--- src/rtl/store_buffer.sv ---
// store_buffer: posted-write FIFO between the MEM stage and the data memory.
// Stores drain in order; loads stall and wait on a word-address conflict.
module store_buffer #(
    parameter int DATA_W     = 32,
    parameter int DM_ADDRESS = 9,
    parameter int DEPTH      = 4
) (
    input  logic                  clk,
    input  logic                  reset,
    input  logic                  wr,
    input  logic                  reade,
    input  logic [DM_ADDRESS-1:0] addr,
    input  logic [DATA_W-1:0]     wr_data,
    input  logic [2:0]            func3,
    output logic [DATA_W-1:0]     rd_data,
    output logic                  stall,
    output logic                  empty,
    output logic                  mem_req,
    output logic                  mem_we,
    output logic [DM_ADDRESS-1:0] mem_addr,
    output logic [DATA_W-1:0]     mem_wdata,
    output logic [2:0]            mem_func3,
    input  logic                  mem_ack,
    input  logic [DATA_W-1:0]     mem_rdata
);

    localparam int PW = $clog2(DEPTH);
    localparam int CW = PW + 1;

    localparam logic [1:0] IDLE    = 2'd0;
    localparam logic [1:0] ST_WAIT = 2'd1;
    localparam logic [1:0] LD_WAIT = 2'd2;
    localparam logic [1:0] LD_DONE = 2'd3;

    logic [DM_ADDRESS-1:0] q_addr  [DEPTH];
    logic [DATA_W-1:0]     q_data  [DEPTH];
    logic [2:0]            q_func3 [DEPTH];
    logic [DEPTH-1:0]      q_valid;

    logic [PW-1:0] head;
    logic [PW-1:0] tail;
    logic [CW-1:0] count;
    logic [1:0]    state;

    logic full;
    logic ld_pend;
    logic conflict;
    logic ld_go;
    logic ack;
    logic push;
    logic pop;

    assign full    = (count == CW'(DEPTH));
    assign ld_pend = reade & (state != LD_DONE);
    assign ack     = mem_ack & mem_req;
    assign push    = wr & ~reade & ~full;
    assign pop     = (state == ST_WAIT) & ack;
    assign ld_go   = ld_pend & ~conflict;

    // A load conflicts with any queued store to the same word
    always_comb begin
        conflict = 1'b0;
        for (int i = 0; i < DEPTH; i++) begin
            if (q_valid[i] &&
                q_addr[i][DM_ADDRESS-1:2] == addr[DM_ADDRESS-1:2]) begin
                conflict = 1'b1;
            end
        end
    end

    assign stall = ~reset & (ld_pend | (wr & ~reade & full));
    assign empty = (count == '0) & (state != ST_WAIT);

    // Entry payloads need no reset; the valid bits qualify them
    always_ff @(posedge clk) begin
        if (push) begin
            q_addr[tail]  <= addr;
            q_data[tail]  <= wr_data;
            q_func3[tail] <= func3;
        end
    end

    // Pointer, occupancy and valid-bit bookkeeping
    always_ff @(posedge clk or posedge reset) begin
        if (reset) begin
            head    <= '0;
            tail    <= '0;
            count   <= '0;
            q_valid <= '0;
        end else begin
            if (push) begin
                tail          <= tail + PW'(1);
                q_valid[tail] <= 1'b1;
            end
            if (pop) begin
                head          <= head + PW'(1);
                q_valid[head] <= 1'b0;
            end
            if (push && !pop) begin
                count <= count + CW'(1);
            end else if (pop && !push) begin
                count <= count - CW'(1);
            end
        end
    end

    // Memory-port sequencer: loads first, otherwise drain the head store
    always_ff @(posedge clk or posedge reset) begin
        if (reset) begin
            state     <= IDLE;
            mem_req   <= 1'b0;
            mem_we    <= 1'b0;
            mem_addr  <= '0;
            mem_wdata <= '0;
            mem_func3 <= '0;
            rd_data   <= '0;
        end else begin
            case (state)
                IDLE: begin
                    if (ld_go) begin
                        state     <= LD_WAIT;
                        mem_req   <= 1'b1;
                        mem_we    <= 1'b0;
                        mem_addr  <= addr;
                        mem_wdata <= '0;
                        mem_func3 <= func3;
                    end else if (count != '0) begin
                        state     <= ST_WAIT;
                        mem_req   <= 1'b1;
                        mem_we    <= 1'b1;
                        mem_addr  <= q_addr[head];
                        mem_wdata <= q_data[head];
                        mem_func3 <= q_func3[head];
                    end
                end
                ST_WAIT: begin
                    if (ack) begin
                        state   <= IDLE;
                        mem_req <= 1'b0;
                    end
                end
                LD_WAIT: begin
                    if (ack) begin
                        state   <= LD_DONE;
                        mem_req <= 1'b0;
                        rd_data <= mem_rdata;
                    end
                end
                default: begin
                    state <= IDLE;
                end
            endcase
        end
    end

endmodule

--- config.mk ---
export PLATFORM = sky130hd
export DESIGN_NAME = store_buffer
export DESIGN_NICKNAME = d
export VERILOG_FILES = /design/src/rtl/store_buffer.sv
export SDC_FILE = /design/constraint.sdc
export NUM_CORES = 1
export LEC_CHECK = 0
export ABC_AREA = 1
export CELL_PAD_IN_SITES_DETAIL_PLACEMENT = 1
export CELL_PAD_IN_SITES_GLOBAL_PLACEMENT = 1
export CORE_MARGIN = 8
export CORE_UTILIZATION = 44
export CTS_CLUSTER_SIZE = 25
export DETAILED_ROUTE_END_ITERATION = 7
export PLACE_DENSITY = 0.91
export SYNTH_ARGS = -nofsm -noshare
export SYNTH_HDL_FRONTEND = slang
export SYNTH_SLANG_ARGS = --single-unit
--- constraint.sdc ---
create_clock -name clk -period 3.5 [get_ports clk]
set_input_delay 0.875 -clock clk [delete_from_list [all_inputs] [get_ports clk]]
set_output_delay 0.875 -clock clk [all_outputs]
set_load 0.02 [all_outputs]
=== Yosys cells after proc, flatten, opt, wreduce, memory -nomap -nowiden ===
Memory sizes are Yosys's and may differ from the RTL's.
Index checks and enable logic that the tools add are counted.

* Order comparisons: 4
* Multiplexer cells: 30
* Equal/unequal tests: 13
* Bitwise logic cells: 17
* Reductions and logical operators: 21
* Add/sub/neg operators: 4

{| class="wikitable"
|+ Operators by type and width
! cell !! number
|-
| 32-bit 2-to-1 mux || 2
|-
| 7-bit == test || 4
|-
| 9-bit 2-to-1 mux || 2
|-
| 1-bit 2-to-1 mux || 12
|-
| 3-bit 2-to-1 mux || 4
|-
| 1-bit AND || 9
|-
| 1-bit logical AND || 8
|-
| 2-bit 2-to-1 mux || 4
|-
| 4-bit 2-to-1 mux || 2
|-
| 2-bit by 3-bit less-than comparator with 1-bit output, second input constant || 2
|-
| 2-bit != test, second input constant || 3
|-
| 2-bit case mux with 3 select lines || 1
|-
| 3-bit AND reduction || 2
|-
| 2-bit nonzero test || 3
|-
| 2-bit by 1-bit adder with 2-bit output, second input constant || 2
|-
| 4-bit AND || 1
|-
| 1-bit demux with 2-bit select || 2
|-
| 2-bit by 1-bit >= comparator with 1-bit output, second input constant || 2
|-
| 2-bit by 1-bit != test with 1-bit output, second input constant || 2
|-
| 1-bit NOT || 4
|-
| 4-bit NOT || 1
|-
| 4-bit bitwise OR || 1
|-
| 2-bit AND reduction || 2
|-
| 3-bit by 1-bit adder with 3-bit output, second input constant || 1
|-
| other kinds (12) || 13
|}

* Flip-flop bits (word level): 91
* Bits in writable memories: 176
* Input port bits: 81
* Memories kept: 3
* Output and inout port bits: 80
* Word-level logic and storage cells: 103

{| class="wikitable"
|+ Memory list
! memory !! depth !! width !! read ports !! clocked after memory_dff !! write ports !! RTL line !! source
|-
| q_data || 4 || 32 || 1 || 0 || 1 || 36 || <nowiki>logic [DATA_W-1:0] q_data [DEPTH];</nowiki>
|-
| q_addr || 4 || 9 || 5 || 0 || 1 || 35 || <nowiki>logic [DM_ADDRESS-1:0] q_addr [DEPTH];</nowiki>
|-
| q_func3 || 4 || 3 || 1 || 0 || 1 || 37 || <nowiki>logic [2:0] q_func3 [DEPTH];</nowiki>
|}

=== Logic depth before layout (Yosys ltp) ===
* Word-level depth: 10
* Gate-level depth with buffers: 13
* Mapped depth without buffers: 12

=== Worst setup path before layout ===
OpenSTA, ideal clock, no wires.

* Path type: input to register
* From: in wr
* To: mem q_addr[0][0], enable pin
* Arrival: 3.208 ns
* Required time: 3.053 ns
* Setup time: 0.447 ns
* Path buffers: 0
* Cell stages on the path: 4
* Path slack: -0.155 ns
* Path through: inv_1 nor3_2 inv_1 nor2_1

* Word-level cells in the longest chain between the ends: 4

{| class="wikitable"
|+ Ends and longest elaborated chain
! element !! RTL line !! source
|-
| start, declared || 10 || <nowiki>input logic wr,</nowiki>
|-
| 1-bit AND (2 in series) || 56 || <nowiki>assign push = wr & ~reade & ~full;</nowiki>
|-
| via push || 50 || <nowiki>logic push;</nowiki>
|-
| 1-bit 2-to-1 mux || 76 || <nowiki>if (push) begin</nowiki>
|-
| 1-bit 2-to-1 mux (implied by the code) || 77 || <nowiki>q_addr[tail] <= addr;</nowiki>
|-
| end, declared || 35 ||
|}

The timed path passes the listed nets, and every way through them passes these cells.

=== Worst setup path after layout ===
* From: in reade
* To: out stall

* Word-level cells in the longest chain between the ends: 5
* Elaborated cells between the ends (all ways): 6
* Classes of those cells: bitwise: 6

{| class="wikitable"
|+ Ends and longest elaborated chain
! element !! RTL line !! source
|-
| start, declared || 11 || <nowiki>input logic reade,</nowiki>
|-
| 1-bit NOT || 71 || <nowiki>assign stall = ~reset & (ld_pend | (wr & ~reade & full));</nowiki>
|-
| 1-bit AND (2 in series) || 71 ||
|-
| 1-bit bitwise OR * || 71 ||
|-
| 1-bit AND * || 71 ||
|-
| end, declared || 16 || <nowiki>output logic stall,</nowiki>
|}

Mark *: on every way between the ends. The rest lies on a longest branch, timed or not.

==> metrics.txt <==
status finished clean; cts bufs inserted 29; post-synthesis xor/xnor area fraction 0.541%; CTS tree built; dpl cells 1410; worst hold slack 0.504 ns; number of routed nets with antenna violations 0; max_cap viols 0; WS Path Type in2out; internal power between 7000 and 8000 uW; fin cells 1465; GR Util met2 about two fifths; Detailed Route WL 33900 um; RSZ-0062 raised after global routing no; vias in the first global route slightly above 9000; clock transition at the registers of the reported paths 0.06 ns; grt met1 use 24.5%; mux share of post-synthesis cell area about 3.3%; sequential share of power 35.4%; switching pwr 4800 uW; Comb pwr share 39.5%; initial antenna violation count 3; Post-Syn Area 0.0113 sq mm; Multi-input gate area 0.00327 sq mm; global route total overflow 0; flop2flop setup slack between 1 and 1.5 ns; DR iter-0 viols 461; CTS sink cnt 267; fmax 315 MHz; die area 0.0312 sq mm; Final HPWL DP 21100 um; crit end category output pin; Sw Ratio a little under two fifths; max incr delay on CP between 0.6 and 0.7 ns; Filler cells 2581; GR Util met3 3.35%; Clock Latency Late Sink approximately 0.55 ns; Yosys cell types 36; ys flop type edfxtp_1; Initial Util 44.9%; Via density 5.50; HP Class reg2reg; CP dominant cell by count clkdlybuf4s50_1; CP Data Required Time approximately 2.6 ns; Clock power frac between 20% and 30%; DR WL/cell approximately 23 um; max-slew violations 0; first-pass GRT wire length 52100 um; via count a little over 8000; register area share after synthesis 66.7%; Min-Delay Startpoint mem_req; top-area cell type share of the netlist area 46.6%; Simple-Gate Fraction of Synth Area 15.3%; overall power about 13000 uW; maximum net fanout on the critical path 3; std cell rows 58; TritonRoute pass-1 iters 5; fin crit period 3.18 ns; Setup Viol. Count Final 0; reg2reg start count[0]; Adder-Cell Fraction of Synth Area 1.72%; most common cell in the netlist edfxtp_1; hold depth 2; Hold Path Sink mem_req; Leak Pwr 0.00564 uW; Crit path arrival time between 2 and 2.5 ns; TNS Setup 0 ns; Reg area ~0.0076 sq mm; largest net degree at the start of global routing 89; number of synthesized flops with an enable pin 176; IO Pins roughly 160; most instantiated cells after synthesis 176 x edfxtp_1, 160 x nand2_1, 111 x nor2_1; clock skew after layout approximately 0.018 ns; ys async rst share 34.1%; CTS Hold Bufs 0; Rel. slew slack 36.2%; largest family of logic cells by synthesized area simple AND/OR/NAND/NOR gates; postcts setup bufs 0; leading area contributor after synthesis edfxtp_1; GR peak layer met2; layout cells sized above 1 14.5%; crit-path cells clkdlybuf4s50_1 -> nor2_1 -> nand2_1 -> a21oi_1 -> clkdlybuf4s50_1; aggregate global-route resource usage 21.4%; H-tree depth 1; Compound-Gate Fraction of Synth Area under 10%; number of synthesized register bits 267; Setup crit start kind primary input; fin util 56.8%; Least-Margin Pin Slew 0.956 ns; r2r endpoint q_data[3][2]; nets roughly 1200; drt drc 0; PortBufs 160; PostCTS Resize Cnt 0; core area between 0.02 and 0.03 sq mm; FF-to-FF path depth 5; Syn-to-layout area delta 26.5%; Syn Nets 1044; Ys Warns 0; Gate Count Post-Synth 948; cells taking the most area after synthesis edfxtp_1 47%, dfrtp_1 20%, nand2_1 5.3%; number of buffers on the longest clock path 3; Crit-path slowest cell clkdlybuf4s50_1; Clock Tree Root clkbuf_16; power density cells 891 mW/mm^2; Peak VDD IR between 0.0005 and 0.0006 V; placer congestion estimate 0.798; Die Ht 177 um; Hold Vio Cnt, Final 0; die width 177 um; fin crit share 90.8%; Syn Area/Cell 12.0 sq um
==> worst max-delay path: cells and delay by family <==
family / cells / cell delay, ns
AOI/OAI and AO/OA: 1 / 0.14
buffers and inverters: 2 / 1.09
and+or+nand+nor: 2 / 0.19
==> cell families after synthesis <==
group	Yosys count
XOR/XNOR	7
buffers and inverters	102
AO/OA/AOI/OAI	160
flip-flops	267
adder cells (fa/ha/maj)	15
AND/OR/NAND/NOR	364
multiplexers	33
==> per-layer routing <==
| layer | share of wire [%] | vias to the layer above |
|---|---|---|
| met5 | 0.068 | - |
| met4 | 2.2 | 4 |
| met3 | 4.8 | 60 |
| met2 | 54 | 258 |
| met1 | 39 | 4116 |
| li1 | - | 3618 |
==> area by class of cell <==
| type | count | share of cell area, % |
|---|---|---|
| flip-flops and latches | 267 | 52.7 |
| multi-input cells | 579 | 22.8 |
| repair buffers | 182 | 13.1 |
| clock buffers | 47 | 6.30 |
| well taps | 330 | 2.88 |
| inverters | 52 | 1.38 |
| clock inverters | 7 | 0.776 |
| diodes | 1 | 0.0174 |
==> how the worst max path moves through the flow <==
stage          startpoint      endpoint  depth (start not counted)
6_report            reade         stall                          5
4_1_cts             reade         stall                          5
5_1_grt          count[0]         empty                          4
3_3_place_gp           wr         stall                          6
3_5_place_dp        reade         stall                          5
2_1_floorplan          wr  q_addr[0][0]                          4
==> through the flow <==
step,area (sq um),setup slack [ns]
finish,14300,0.322
floorplan,11300,-0.155
detailed placement,13300,0.313
CTS,14300,0.302
global placement,13300,0.336
global route,14300,0.223
==> power by group through the flow <==
| stage | Combinational, uW | Clock [uW] | Sequential [uW] |
|---|---|---|---|
| global placement | 4750 | 0 | 4500 |
| finish | 5050 | 3210 | 4520 |
| global route | 5430 | 3360 | 4600 |
| detailed placement | 5000 | 0 | 4580 |
| CTS | 5110 | 3250 | 4530 |
| floorplan | 2530 | 0 | 5000 |
==> cell usage in the layout (no fill, tap or decap), types with 3 or more instances in the layout <==
| cell | instances |
|---|---|
| clkbuf_8 | 11 |
| inv_1 | 43 |
| xor2_1 | 3 |
| o21ai_1 | 5 |
| nand2_1 | 159 |
| o21ai_0 | 99 |
| dfrtp_1 | 90 |
| buf_12 | 9 |
| bufinv_16 | 3 |
| buf_4 | 13 |
| mux2_2 | 33 |
| nor2_4 | 5 |
| nand3_2 | 41 |
| a2bb2oi_1 | 4 |
| a21oi_1 | 8 |
| edfxtp_1 | 176 |
| o22ai_1 | 42 |
| clkbuf_16 | 29 |
| ha_1 | 14 |
| nor2_1 | 107 |
| inv_2 | 8 |
| clkdlybuf4s50_1 | 160 |
| clkbuf_1 | 7 |
| xnor2_1 | 4 |
| nand3_1 | 40 |
==> sequential cells by signal, summed over array words and instances, names as in the netlist <==
name and flops:
count 3, mem_req 1, q_addr 36, state 2, q_data 128, q_func3 12
rd_data 32, q_valid 4, mem_we 1, mem_func3 3, mem_addr 9, mem_wdata 32
tail 2, head 2
(Power assumes the default switching activity.)
